==> config.mk <==
export PLATFORM = sky130hd
export DESIGN_NAME = spike_fanout_dispatcher
export DESIGN_NICKNAME = d
export VERILOG_FILES = /design/src/rtl/fire_pkg.sv /design/src/rtl/fanout_counters.sv /design/src/rtl/spike_fanout_dispatcher.sv
export SDC_FILE = /design/constraint.sdc
export NUM_CORES = 1
export LEC_CHECK = 0
export ABC_CLOCK_PERIOD_IN_PS = 2720
export BUFFER_PORTS_ARGS = -buffer_cell sky130_fd_sc_hd__buf_2
export CAP_MARGIN = 20
export CORE_MARGIN = 4
export CORE_UTILIZATION = 48
export CTS_CLUSTER_SIZE = 8
export DETAILED_ROUTE_END_ITERATION = 8
export GPL_ROUTABILITY_DRIVEN = 0
export PLACE_DENSITY = 0.76
export SLEW_MARGIN = 20
export SYNTH_ARGS = -nofsm -noshare
export SYNTH_HDL_FRONTEND = slang
export SYNTH_SLANG_ARGS = --single-unit
export TNS_END_PERCENT = 50
==> constraint.sdc <==
create_clock -name clk -period 2.72 [get_ports clk]
set_input_delay 0.136 -clock clk [delete_from_list [all_inputs] [get_ports clk]]
set_output_delay 0.136 -clock clk [all_outputs]
set_load 0.01 [all_outputs]
==> src/rtl/fire_pkg.sv <==
// Shared widths, FSM state encoding and memory word layouts for the fire datapath.
package fire_pkg;

  localparam int unsigned TAG_W  = 8;
  localparam int unsigned EPTR_W = 12;
  localparam int unsigned W_W    = 16;
  localparam int unsigned CNT_W  = 16;

  localparam int unsigned PTR_W  = 2 * EPTR_W;
  localparam int unsigned EDGE_W = TAG_W + W_W;

  // ptr_rdata = {end, begin}
  localparam int unsigned PTR_BEGIN_LSB = 0;
  localparam int unsigned PTR_END_LSB   = EPTR_W;

  typedef enum logic [1:0] {
    ST_IDLE     = 2'd0,
    ST_PTR_WAIT = 2'd1,
    ST_EDGE_RD  = 2'd2,
    ST_EDGE_OUT = 2'd3
  } state_e;

  typedef struct packed {
    logic [TAG_W-1:0] dst;
    logic [W_W-1:0]   weight;
  } edge_t;

  // An end of 0 stands for the top of the address space, so only a non-zero end below begin is malformed.
  function automatic logic ptr_malformed(input logic [EPTR_W-1:0] ptr_begin,
                                         input logic [EPTR_W-1:0] ptr_end);
    return (ptr_end != '0) && (ptr_end < ptr_begin);
  endfunction

endpackage

==> src/rtl/fanout_counters.sv <==
// Spike/event statistics counters and the sticky malformed-pointer flag.
module fanout_counters
  import fire_pkg::*;
(
  input  logic             clk,
  input  logic             rst_n,
  input  logic             spike_inc,
  input  logic             event_inc,
  input  logic             err_set,
  output logic [CNT_W-1:0] spike_cnt,
  output logic [CNT_W-1:0] event_cnt,
  output logic             ptr_err
);

  logic [CNT_W-1:0] spike_cnt_q, spike_cnt_d;
  logic [CNT_W-1:0] event_cnt_q, event_cnt_d;
  logic             ptr_err_q, ptr_err_d;

  always_comb begin
    spike_cnt_d = spike_cnt_q;
    event_cnt_d = event_cnt_q;
    ptr_err_d   = ptr_err_q;
    if (spike_inc) spike_cnt_d = spike_cnt_q + CNT_W'(1);
    if (event_inc) event_cnt_d = event_cnt_q + CNT_W'(1);
    if (err_set)   ptr_err_d   = 1'b1;
  end

  always_ff @(posedge clk or negedge rst_n) begin
    if (!rst_n) begin
      spike_cnt_q <= '0;
      event_cnt_q <= '0;
      ptr_err_q   <= 1'b0;
    end else begin
      spike_cnt_q <= spike_cnt_d;
      event_cnt_q <= event_cnt_d;
      ptr_err_q   <= ptr_err_d;
    end
  end

  assign spike_cnt = spike_cnt_q;
  assign event_cnt = event_cnt_q;
  assign ptr_err   = ptr_err_q;

endmodule

==> src/rtl/spike_fanout_dispatcher.sv <==
// Pops fired-neuron tags and walks their CSR edge lists, emitting one synapse event per edge.
module spike_fanout_dispatcher
  import fire_pkg::*;
(
  input  logic              clk,
  input  logic              asyn_reset_n,
  input  logic              run,
  input  logic              fifo_empty,
  input  logic [TAG_W-1:0]  fifo_out_tag,
  output logic              fifo_deq,
  output logic [TAG_W-1:0]  ptr_addr,
  input  logic [PTR_W-1:0]  ptr_rdata,
  output logic [EPTR_W-1:0] edge_addr,
  input  logic [EDGE_W-1:0] edge_rdata,
  output logic              syn_valid,
  input  logic              syn_ready,
  output logic [TAG_W-1:0]  syn_dst,
  output logic [W_W-1:0]    syn_weight,
  output logic              busy,
  output logic              ptr_err,
  output logic [CNT_W-1:0]  spike_cnt,
  output logic [CNT_W-1:0]  event_cnt
);

  state_e            state_q, state_d;
  logic              armed_q, armed_d;
  logic [TAG_W-1:0]  cur_tag_q, cur_tag_d;
  logic [EPTR_W-1:0] cur_q, cur_d;
  logic [EPTR_W-1:0] end_q, end_d;
  logic [EPTR_W-1:0] edge_addr_q, edge_addr_d;
  logic              syn_valid_q, syn_valid_d;
  logic [TAG_W-1:0]  syn_dst_q, syn_dst_d;
  logic [W_W-1:0]    syn_weight_q, syn_weight_d;
  logic              busy_q, busy_d;

  logic              pop_c, accept_c, err_c;
  logic [EPTR_W-1:0] ptr_begin_c, ptr_end_c, cur_inc_c;
  edge_t             edge_c;

  assign ptr_begin_c = ptr_rdata[PTR_BEGIN_LSB +: EPTR_W];
  assign ptr_end_c   = ptr_rdata[PTR_END_LSB +: EPTR_W];
  assign cur_inc_c   = cur_q + EPTR_W'(1);
  assign edge_c      = edge_t'(edge_rdata);

  // Next-state and datapath; addresses are decided here so the memories see them one edge early.
  always_comb begin
    state_d      = state_q;
    armed_d      = 1'b1;
    cur_tag_d    = cur_tag_q;
    cur_d        = cur_q;
    end_d        = end_q;
    edge_addr_d  = edge_addr_q;
    syn_valid_d  = syn_valid_q;
    syn_dst_d    = syn_dst_q;
    syn_weight_d = syn_weight_q;
    pop_c        = 1'b0;
    accept_c     = 1'b0;
    err_c        = 1'b0;

    case (state_q)
      ST_IDLE: begin
        if (armed_q && run && !fifo_empty) begin
          pop_c     = 1'b1;
          cur_tag_d = fifo_out_tag;
          state_d   = ST_PTR_WAIT;
        end
      end
      ST_PTR_WAIT: begin
        if (ptr_end_c == ptr_begin_c) begin
          state_d = ST_IDLE;
        end else if (ptr_malformed(ptr_begin_c, ptr_end_c)) begin
          err_c   = 1'b1;
          state_d = ST_IDLE;
        end else begin
          cur_d       = ptr_begin_c;
          end_d       = ptr_end_c;
          edge_addr_d = ptr_begin_c;
          state_d     = ST_EDGE_RD;
        end
      end
      ST_EDGE_RD: begin
        syn_valid_d  = 1'b1;
        syn_dst_d    = edge_c.dst;
        syn_weight_d = edge_c.weight;
        state_d      = ST_EDGE_OUT;
      end
      ST_EDGE_OUT: begin
        if (syn_ready) begin
          accept_c    = 1'b1;
          syn_valid_d = 1'b0;
          if (cur_inc_c == end_q) begin
            state_d = ST_IDLE;
          end else begin
            cur_d       = cur_inc_c;
            edge_addr_d = cur_inc_c;
            state_d     = ST_EDGE_RD;
          end
        end
      end
      default: state_d = ST_IDLE;
    endcase

    busy_d = (state_d != ST_IDLE);
  end

  always_ff @(posedge clk or negedge asyn_reset_n) begin
    if (!asyn_reset_n) begin
      state_q      <= ST_IDLE;
      armed_q      <= 1'b0;
      cur_tag_q    <= '0;
      cur_q        <= '0;
      end_q        <= '0;
      edge_addr_q  <= '0;
      syn_valid_q  <= 1'b0;
      syn_dst_q    <= '0;
      syn_weight_q <= '0;
      busy_q       <= 1'b0;
    end else begin
      state_q      <= state_d;
      armed_q      <= armed_d;
      cur_tag_q    <= cur_tag_d;
      cur_q        <= cur_d;
      end_q        <= end_d;
      edge_addr_q  <= edge_addr_d;
      syn_valid_q  <= syn_valid_d;
      syn_dst_q    <= syn_dst_d;
      syn_weight_q <= syn_weight_d;
      busy_q       <= busy_d;
    end
  end

  fanout_counters u_counters (
    .clk       (clk),
    .rst_n     (asyn_reset_n),
    .spike_inc (pop_c),
    .event_inc (accept_c),
    .err_set   (err_c),
    .spike_cnt (spike_cnt),
    .event_cnt (event_cnt),
    .ptr_err   (ptr_err)
  );

  assign fifo_deq   = pop_c;
  assign ptr_addr   = cur_tag_d;
  assign edge_addr  = edge_addr_d;
  assign syn_valid  = syn_valid_q;
  assign syn_dst    = syn_dst_q;
  assign syn_weight = syn_weight_q;
  assign busy       = busy_q;

endmodule

==> metrics.yaml, run 1 <==
status: "complete, but fails checks"
failed_checks: "setup timing"
cp_common_cell: "buf_6"
cts_buffer_depth: 2
setup_viol: 13
ys_seq_area_share_pct: 49.1
design_area_um2: 7200
clkSlewWorstSetupHoldPaths_ns: 0.08
grt_pass1_vias: 4924
synth_seq_cells: 106
clock_skew_ns: 0.00792
syn_area_per_cell_um2: 10.8
syn_nets: 575
postPlaceCellArea_um2: 6390
p_total_w: 0.00486
worstPathCellList: "ha_4 -> and3_4 -> buf_6 -> o2bb2ai_2 -> a22o_1 -> nor4bb_4 -> a31oi_4 -> buf_6 -> buf_8 -> a22o_1 -> a21o_1 -> buf_6"
synthCells: 499
rsz0062_at_grt: "true"
final_max_slew_viol_count: 0
slowest_stage: "dfrtp_2"
ir_drop_mv: 0.697
drc: 0
final_antenna_net_count: 0
viasPerCell: 5.74
wl_per_cell_um: 19.0
area_growth_pct: 33.4
die_x_um: 114
setup_ws_ns: -0.255
crit_required_ns: 2.58
grt_first_pass_wirelength_um: 25100
cts_tree: "built"
fin_util_pct: 65.9
antennaDiodeCount: 0
io_pins: 141
post-dp-hpwl_um: 10900
grt_use_total_pct: 24.4
core-area_um2: 10900
async_reset_ff_share_pct: 100
cts_made_buffers: 9
nets: 769
ys_warn_count: 0
routed_wirelength_um: 15900
max_slew_margin_pct: 59.9
crit_fanout: 6
antenna_found_initial: 0
cp.arrival_ns: 2.84
die_area_um2: 13000
period_share_pct: 109
max_freq_mhz: 336
cts_sinks: 106
worstMarginPinSlew_ns: 0.600
min_path_type: "in -> reg"
maxCapViolCount: 0
r2r_slack_ns: 0
fin_setup_tns_ns: -2.65
p_leak_nw: 3.50
synth_area_um2: 5400
numPortBuffers: 140
rows: 38
clock_latency_ns: 0.35
htree_num_levels: 3
drive_above_1_share_pct: 41.7
pre_cts_slack_ns: 0.0610
die_y_um: 114
grt_max_degree: 49
drtIter0Drc: 330
slowest_delay_ns: 0.46
dr.pass1.iters: 5
crit_type: "reg -> out"
yosysUniqueCellTypes: 61
hold_viol: 0
start_util_pct: 49.4
grt_overflow_total: 0
endpoint_kind: "output pin"
period_minus_slack_ns: 2.98
cellPowerDensity_nw_per_um2: 675
clockRootBuffer: "clkbuf_16"
cp-start-kind: "register"
ys.flop_type: "dfrtp_1"
vias: 4806
synth_edf_count: 0
[final cells by class]
class                   instances  area [um2]
flip-flops and latches        106        2660
clock buffers                   9         225
fillers                       869        3730
inverters                      17        63.8
repair buffers                207        1290
well taps                     140         175
clock inverters                 7        58.8
multi-input cells             352        2730
[metal layers]
metal | up-vias | track usage (%) | part of all wire (%)
met4 | 0 | 9.66 | 4.2
met5 | - | 0 | 0
met3 | 72 | 9.34 | 11
li1 | 2163 | - | -
met1 | 2284 | 30.2 | 38
met2 | 287 | 38.8 | 47
[per-stage QoR]
stage               hold slack (ns)  instances
floorplan                    -0.160        499
global placement              0.172        782
detailed placement            0.181        782
CTS                         0.00109        831
global route                0.00895        838
finish                       0.0101        838
[final timing paths]
check                                         start                  endpoint  cells after the start
setup reg to reg                           cur_q[1]            edge_addr_q[0]                     13
hold / removal                        edge_rdata[9]             syn_weight[9]                      2
hold reg to reg            u_counters.event_cnt[15]  u_counters.event_cnt[15]                      1
min in group asynchronous              asyn_reset_n                syn_dst[2]                      2
max in group asynchronous              asyn_reset_n                  cur_q[1]                      3
setup / recovery                           cur_q[1]              edge_addr[0]                     12
[worst max-delay path, delay by kind of cell, from the launching register on]
kind / cells / cell delay [ns]
AOI/OAI and AO/OA: 5 / 0.77
and+or+nand+nor: 2 / 0.53
buffers and inverters: 4 / 0.53
DFF: 1 / 0.46
adders and majority gates: 1 / 0.19
[cells by family (layout without fill, tap and decap cells)]
kind of cell,count (synthesis),in the layout,share of synthesized area [%]
simple gates,175,176,17.2
fa+ha+maj,15,15,3.48
mux,36,36,7.46
compound gates,74,74,10.4
flops,106,106,49.1
buf+inv,42,240,3.38
other cells,1,1,0.0695
xor+xnor,50,50,8.90
[power breakdown]
group	internal [W]	total [W]	leakage (nW)	switching, W
clock network	0.000637	0.00125	0.139	0.000616
registers	0.00179	0.00202	1.32	0.000223
logic	0.000783	0.00159	2.04	0.000807
total	0.00321	0.00486	3.50	0.00165
[placed cells by master, fill, tap and decap left out, types with 3 or more instances in the layout]
cell,synthesis,routed
a21o_1,6,6
a21oi_1,17,16
a221o_1,12,12
a31oi_1,4,4
and2_1,4,4
and3_1,9,7
buf_2,8,138
buf_4,2,52
buf_6,1,6
clkbuf_16,0,9
dfrtp_1,106,98
dfrtp_2,0,8
dlygate4sd3_1,0,8
ha_1,15,14
inv_1,17,16
inv_6,0,3
mux2_2,34,33
nand2_1,63,63
nand3_1,18,14
nand3_4,0,3
nand4_1,11,11
nor2_1,20,19
nor2b_1,7,7
nor3_1,9,9
nor4_1,7,6
o21ai_0,3,3
o21ai_1,6,6
o311ai_0,5,5
o32a_1,3,3
or2_2,3,3
or3_1,4,3
xnor2_1,36,36
xor2_1,11,11
[Yosys cell counts (12+ instances only)]
cell,instances,area (um2)
nand3_1,18,90.1
a221o_1,12,120
mux2_2,34,383
nor2_1,20,75.1
inv_1,17,63.8
a21oi_1,17,85.1
ha_1,15,188
clkbuf_1,13,48.8
dfrtp_1,106,2650
nand2_1,63,236
xnor2_1,36,315
[state kept, by name, indices dropped and copies added (netlist names), 8 cells and up]
| name | cells |
|---|---|
| cur_q | 12 |
| end_q | 12 |
| u_counters.event_cnt | 16 |
| edge_addr_q | 12 |
| syn_weight | 16 |
| u_counters.spike_cnt | 16 |
| cur_tag_q | 8 |
| syn_dst | 8 |
[what timing repair did]
item / in CTS / in global routing
gates cloned: 2 / 0
hold buffers: 8 / 0
setup buffers: 24 / 7
hold endpoints to repair: 52 / 0
endpoints found under the setup margin: 12 / 23
pin swaps: 19 / 16
gates resized for setup: 37 / 8
Note: power is estimated with default switching activity, not from simulation.
==> run 2, diff against run 1 <==
- ABC_CLOCK_PERIOD_IN_PS: 2720 -> 3700
- CORE_UTILIZATION: 48 -> 57
- PLACE_DENSITY: 0.76 -> 0.85
- clock period: 2.72 -> 3.7 ns (I/O delays scaled with it)
==> run 2 against run 1 <==
  * The run now ends clean
  * Routed wire length fell by 13%
  * Clock power is 34% lower
  * Clock-buffer cell count stayed put
  * Worst hold slack improved by 0.015 ns
  * Cell area down 9.3%
  * First-iteration DRC count rose by 2.7%
  * Clock skew up 0.0056 ns
  * Via count down 5.6%
  * Largest power group unchanged
==> metrics.yaml, run 2 (synthesized netlist as in run 1, its figures left out) <==
area_growth_pct: 21.0
holdPathStages: 2
cellPowerDensity_nw_per_um2: 483
drtIter0Drc: 339
grt.met2_usage_pct: 39.7
grt_first_pass_wirelength_um: 22300
cts_made_buffers: 9
final_common_cell: "buf_2"
grt_use_total_pct: 25.1
wl_per_cell_um: 17.9
crit_required_ns: 3.51
final_antenna_net_count: 0
status: "complete, no violations"
vias: 4539
core-area_um2: 9240
final_max_slew_viol_count: 0
p_leak_nw: 3.19
min_path_type: "in -> reg"
p_total_w: 0.00316
grt_util_met1_pct: 31.5
fin_util_pct: 70.7
period_share_pct: 96.2
dr.pass1.iters: 5
min_from: "edge_rdata[4]"
slowest_stage: "dfrtp_1"
die_x_um: 105
cts_sinks: 106
post-dp-hpwl_um: 10000
die_y_um: 105
grt-busiest-layer: "met2"
fillers: 686
routed_wirelength_um: 13900
viasPerCell: 5.86
die_area_um2: 11100
setup_viol: 0
max_freq_mhz: 281
grt_max_degree: 74
clock_latency_ns: 0.38
fin_setup_tns_ns: 0
nets: 716
r2r_slack_ns: 0.33
crit_fanout: 11
clockRootBuffer: "clkbuf_8"
htree_num_levels: 3
drc: 0
cp.arrival_ns: 3.37
r2r-end: "cur_q[6]"
min_delay_worst_endpoint: "syn_weight[4]"
hold_viol: 0
grt_util_met3_pct: 9.80
drive_above_1_share_pct: 34.6
cts_buffer_depth: 2
worstMarginPinSlew_ns: 0.886
grt_overflow_total: 0
io_pins: 141
rsz0062_at_grt: "false"
cts_tree: "built"
layout_common_cells: "139 x buf_2, 106 x dfrtp_1, 63 x nand2_1"
ir_drop_mv: 0.318
period_minus_slack_ns: 3.56
rows: 35
crit_type: "reg -> out"
clkSlewWorstSetupHoldPaths_ns: 0.11
cp-start-kind: "register"
antenna_found_initial: 3
worstPathCellList: "nand3_2 -> nor3_2 -> mux2i_1 -> nor4bb_4 -> a31oi_4 -> buf_4 -> a221o_1 -> buf_2"
endpoint_kind: "output pin"
max_slew_margin_pct: 40.9
numPortBuffers: 140
r2r_cells: 8
slowest_delay_ns: 0.53
r2r-start: "cur_q[2]"
start_util_pct: 58.4
clock_skew_ns: 0.0136
grt_pass1_vias: 4569
maxCapViolCount: 0
[run 2: cell count changes in the layout (fill, tap and decap cells not counted), moves of 6 or more]
cell           previous run  this run
dfrtp_1                  98       106
buf_4                    52        11
dfrtp_2                   8         0
buf_6                     6         0
clkbuf_16                 9         0
clkbuf_8                  0         9
dlygate4sd3_1             8         2
[run 2: layer usage]
layer,wire length [um],up-vias
met3,1530,33
met1,5480,2172
met4,309,4
li1,-,2079
met2,6540,251
met5,21,-
[run 2: repair_timing]
action,4_1_cts,5_1_grt
cloned,1,2
setup buffers,0,5
hold endpoints to repair,72,1
pin swaps,1,2
gates resized for setup,0,4
hold buffers,1,1
endpoints found under the setup margin,11,12
[run 2: worst max-delay path: cells and delay by family, from the launching register on]
| kind | cells | cell delay, ns |
|---|---|---|
| AO/OA/AOI/OAI | 2 | 0.60 |
| flip-flops | 1 | 0.53 |
| AND/OR/NAND/NOR | 3 | 1.19 |
| buffers and inverters | 2 | 0.37 |
| multiplexers | 1 | 0.30 |
[run 2: worst max-delay path by stage]
stage,slack [ns],to,startpoint,depth (start not counted)
floorplan,1.01,edge_addr[3],cur_q[0],11
global placement,0.60,edge_addr[9],cur_q[0],9
detailed placement,0.39,edge_addr[9],cur_q[0],9
CTS,0.03,edge_addr[9],cur_q[0],9
global route,0.01,edge_addr[5],cur_q[2],8
finish,0.14,edge_addr[10],cur_q[2],8
[run 2: power by group]
part           internal [W]  switching [W]
Combinational      0.000405       0.000436
Sequential          0.00131       0.000187
Clock              0.000394       0.000425
Total               0.00211        0.00105
[run 2: through the flow]
stage / setup slack [ns] / hold slack (ns) / cell area (um2) / std cells
after floorplan: 1.01 / -0.111 / 5400 / 499
after global placement: 0.597 / 0.357 / 6180 / 748
after detailed placement: 0.385 / 0.367 / 6180 / 748
after CTS: 0.0329 / 0.0120 / 6430 / 766
after global routing: 0.0105 / 0.00740 / 6530 / 775
final: 0.140 / 0.0249 / 6530 / 775
[run 2: cell type report]
cell class,instances,area (um2),area share [%]
Timing Repair Buffer,152,798,12.2
Inverter,17,63.8,0.977
Sequential cell,106,2650,40.6
Clock buffer,9,124,1.90
Tap cell,129,161,2.47
Antenna cell,1,2.50,0.0383
Multi-Input combinational cell,354,2620,40.1
Clock inverter,7,111,1.71
==> run 3, diff against run 2 <==
- REMOVE_ABC_BUFFERS: unset -> 1
==> run 3 against run 2 <==
  * Cell area decreased by 1.7%
  * Via count decreased by 2.8%
  * Sequential share of layout area increased by 0.71 points
  * Routed wire length decreased by 5.1%
  * Register-to-register slack improved by 0.35 ns
  * Sequential cell count unchanged
  * Worst hold slack improved by 0.014 ns
  * Non-clock buffer count decreased by 3
  * Clock power decreased by 17%
  * Critical path type unchanged
  * Largest power group unchanged
==> metrics.yaml, run 3 (synthesized netlist as in run 1, its figures left out) <==
final_max_slew_viol_count: 0
pwr-share-seq_pct: 49.9
r2r-end: "cur_q[1]"
rows: 35
numPortBuffers: 140
final_common_cell: "buf_2"
postPlaceCellArea_um2: 6210
swShare_pct: 34.3
grt_use_total_pct: 24.3
r2r_slack_ns: 0.68
ir_drop_mv: 0.281
die_y_um: 105
clockRootBuffer: "clkbuf_8"
drtIter0Drc: 548
cts_tree: "built"
holdPathStages: 2
final_antenna_net_count: 0
crit_type: "reg -> out"
pwr-share-comb_pct: 27.4
core-area_um2: 9240
cts_sinks: 106
antennaDiodeCount: 0
path_depth: 9
slowest_stage: "dfrtp_1"
routed_wirelength_um: 13200
timing.hold.ws_ns: 0.0386
drive_above_1_share_pct: 33.8
p_sw_w: 0.00103
cp.arrival_ns: 3.26
maxCapViolCount: 0
setup_viol: 0
cp.buffers_inverters: 2
clock_skew_ns: 0.0131
r2r_cells: 8
min_delay_worst_endpoint: "syn_weight[10]"
clkSlewWorstSetupHoldPaths_ns: 0.11
max_freq_mhz: 290
wl_per_cell_um: 17.1
clock_latency_ns: 0.37
cts_buffer_depth: 2
antenna_found_initial: 0
drc: 0
worstPathCellList: "ha_1 -> nand3_1 -> o31ai_1 -> a21oi_1 -> nor4bb_2 -> a31oi_4 -> buf_4 -> a221o_1 -> buf_2"
p_leak_nw: 3.15
grt_overflow_total: 0
grt_pass1_vias: 4361
crit_required_ns: 3.51
min_from: "edge_rdata[10]"
rsz0062_at_grt: "false"
dr.pass1.iters: 5
grt_first_pass_wirelength_um: 21900
grt_max_degree: 67
io_pins: 141
post_cts_resize_count: 0
r2r-start: "cur_q[0]"
crit_fanout: 13
max_slew_margin_pct: 37.5
fin_setup_tns_ns: 0
critical_path.top_delay_family: "compound AO/OA/AOI/OAI gates"
internal_power_w: 0.00196
die_area_um2: 11100
period_share_pct: 93.1
nets: 711
worstMarginPinSlew_ns: 0.938
cts_setup_buffers: 0
layout_common_cells: "139 x buf_2, 106 x dfrtp_1, 63 x nand2_1"
period_minus_slack_ns: 3.45
htree_num_levels: 3
cellPowerDensity_nw_per_um2: 466
die_x_um: 105
hold_viol: 0
slowest_delay_ns: 0.48
cp-start-kind: "register"
start_util_pct: 58.4
status: "complete, no violations"
viasPerCell: 5.74
post-dp-hpwl_um: 9700
vias: 4412
fillers: 692
area_growth_pct: 18.9
fin_util_pct: 69.5
p_clk_share_pct: 22.6
endpoint_kind: "output pin"
cts_made_buffers: 9
min_path_type: "in -> reg"
design_area_um2: 6420
run 3: cell count changes in the layout (fill, tap and decap cells not counted), moves of 2 or more:
cell / previous run / this run
clkinv_4: 2 / 4
inv_6: 2 / 0
buf_4: 11 / 9
bufinv_16: 2 / 0
run 3: metrics by stage:
| stage | total power [W] | cells | setup WS [ns] |
|---|---|---|---|
| floorplan | 0.00200 | 474 | 0.762 |
| global placement | 0.00228 | 751 | 0.661 |
| detailed placement | 0.00232 | 751 | 0.535 |
| CTS | 0.00300 | 768 | 0.129 |
| global route | 0.00316 | 769 | 0.0411 |
| finish | 0.00299 | 769 | 0.254 |
run 3: worst reg2reg max path, stage by stage (launching register included):
cell	delay (ns)
dfrtp_1	0.48
ha_1	0.35
nand3_1	0.26
o31ai_1	0.35
a21oi_1	0.13
nor4bb_2	0.41
a31oi_4	0.16
nor2_2	0.56
a221o_1	0.26
run 3: how the worst max path moves through the flow:
| stage | from | end |
|---|---|---|
| 2_1_floorplan | cur_q[0] | busy |
| 3_3_place_gp | cur_q[0] | edge_addr[3] |
| 3_5_place_dp | cur_q[0] | edge_addr[3] |
| 4_1_cts | cur_q[0] | edge_addr[3] |
| 5_1_grt | cur_q[0] | edge_addr[4] |
| 6_report | cur_q[0] | edge_addr[1] |
run 3: power by group through the flow:
stage	registers (W)	logic (W)	clock network (W)
6_report	0.00149	0.000820	0.000677
3_5_place_dp	0.00151	0.000813	0
5_1_grt	0.00152	0.000899	0.000749
3_3_place_gp	0.00149	0.000788	0
4_1_cts	0.00149	0.000818	0.000698
2_1_floorplan	0.00150	0.000495	0
run 3: metal layers:
layer / up-vias / share of wire, % / global-route usage, %
met5: - / 0 / 0
met4: 0 / 1.6 / 7.50
met3: 19 / 7.1 / 3.37
met2: 184 / 48 / 39.2
met1: 2158 / 43 / 34.2
li1: 2051 / - / -
run 3: area by class of cell:
| cell class | instances | area (um2) | share of cell area, % |
|---|---|---|---|
| Tap cell | 129 | 161 | 2.52 |
| Clock inverter | 6 | 62.6 | 0.975 |
| Timing Repair Buffer | 149 | 773 | 12.0 |
| Clock buffer | 10 | 128 | 1.99 |
| Multi-Input combinational cell | 352 | 2580 | 40.1 |
| Sequential cell | 106 | 2650 | 41.3 |
| Inverter | 17 | 63.8 | 0.994 |
run 3: what timing repair did:
action                                  in CTS  in global routing
hold buffers                                 1                  0
endpoints found under the hold margin       40                  0
endpoints found under the setup margin       0                 12
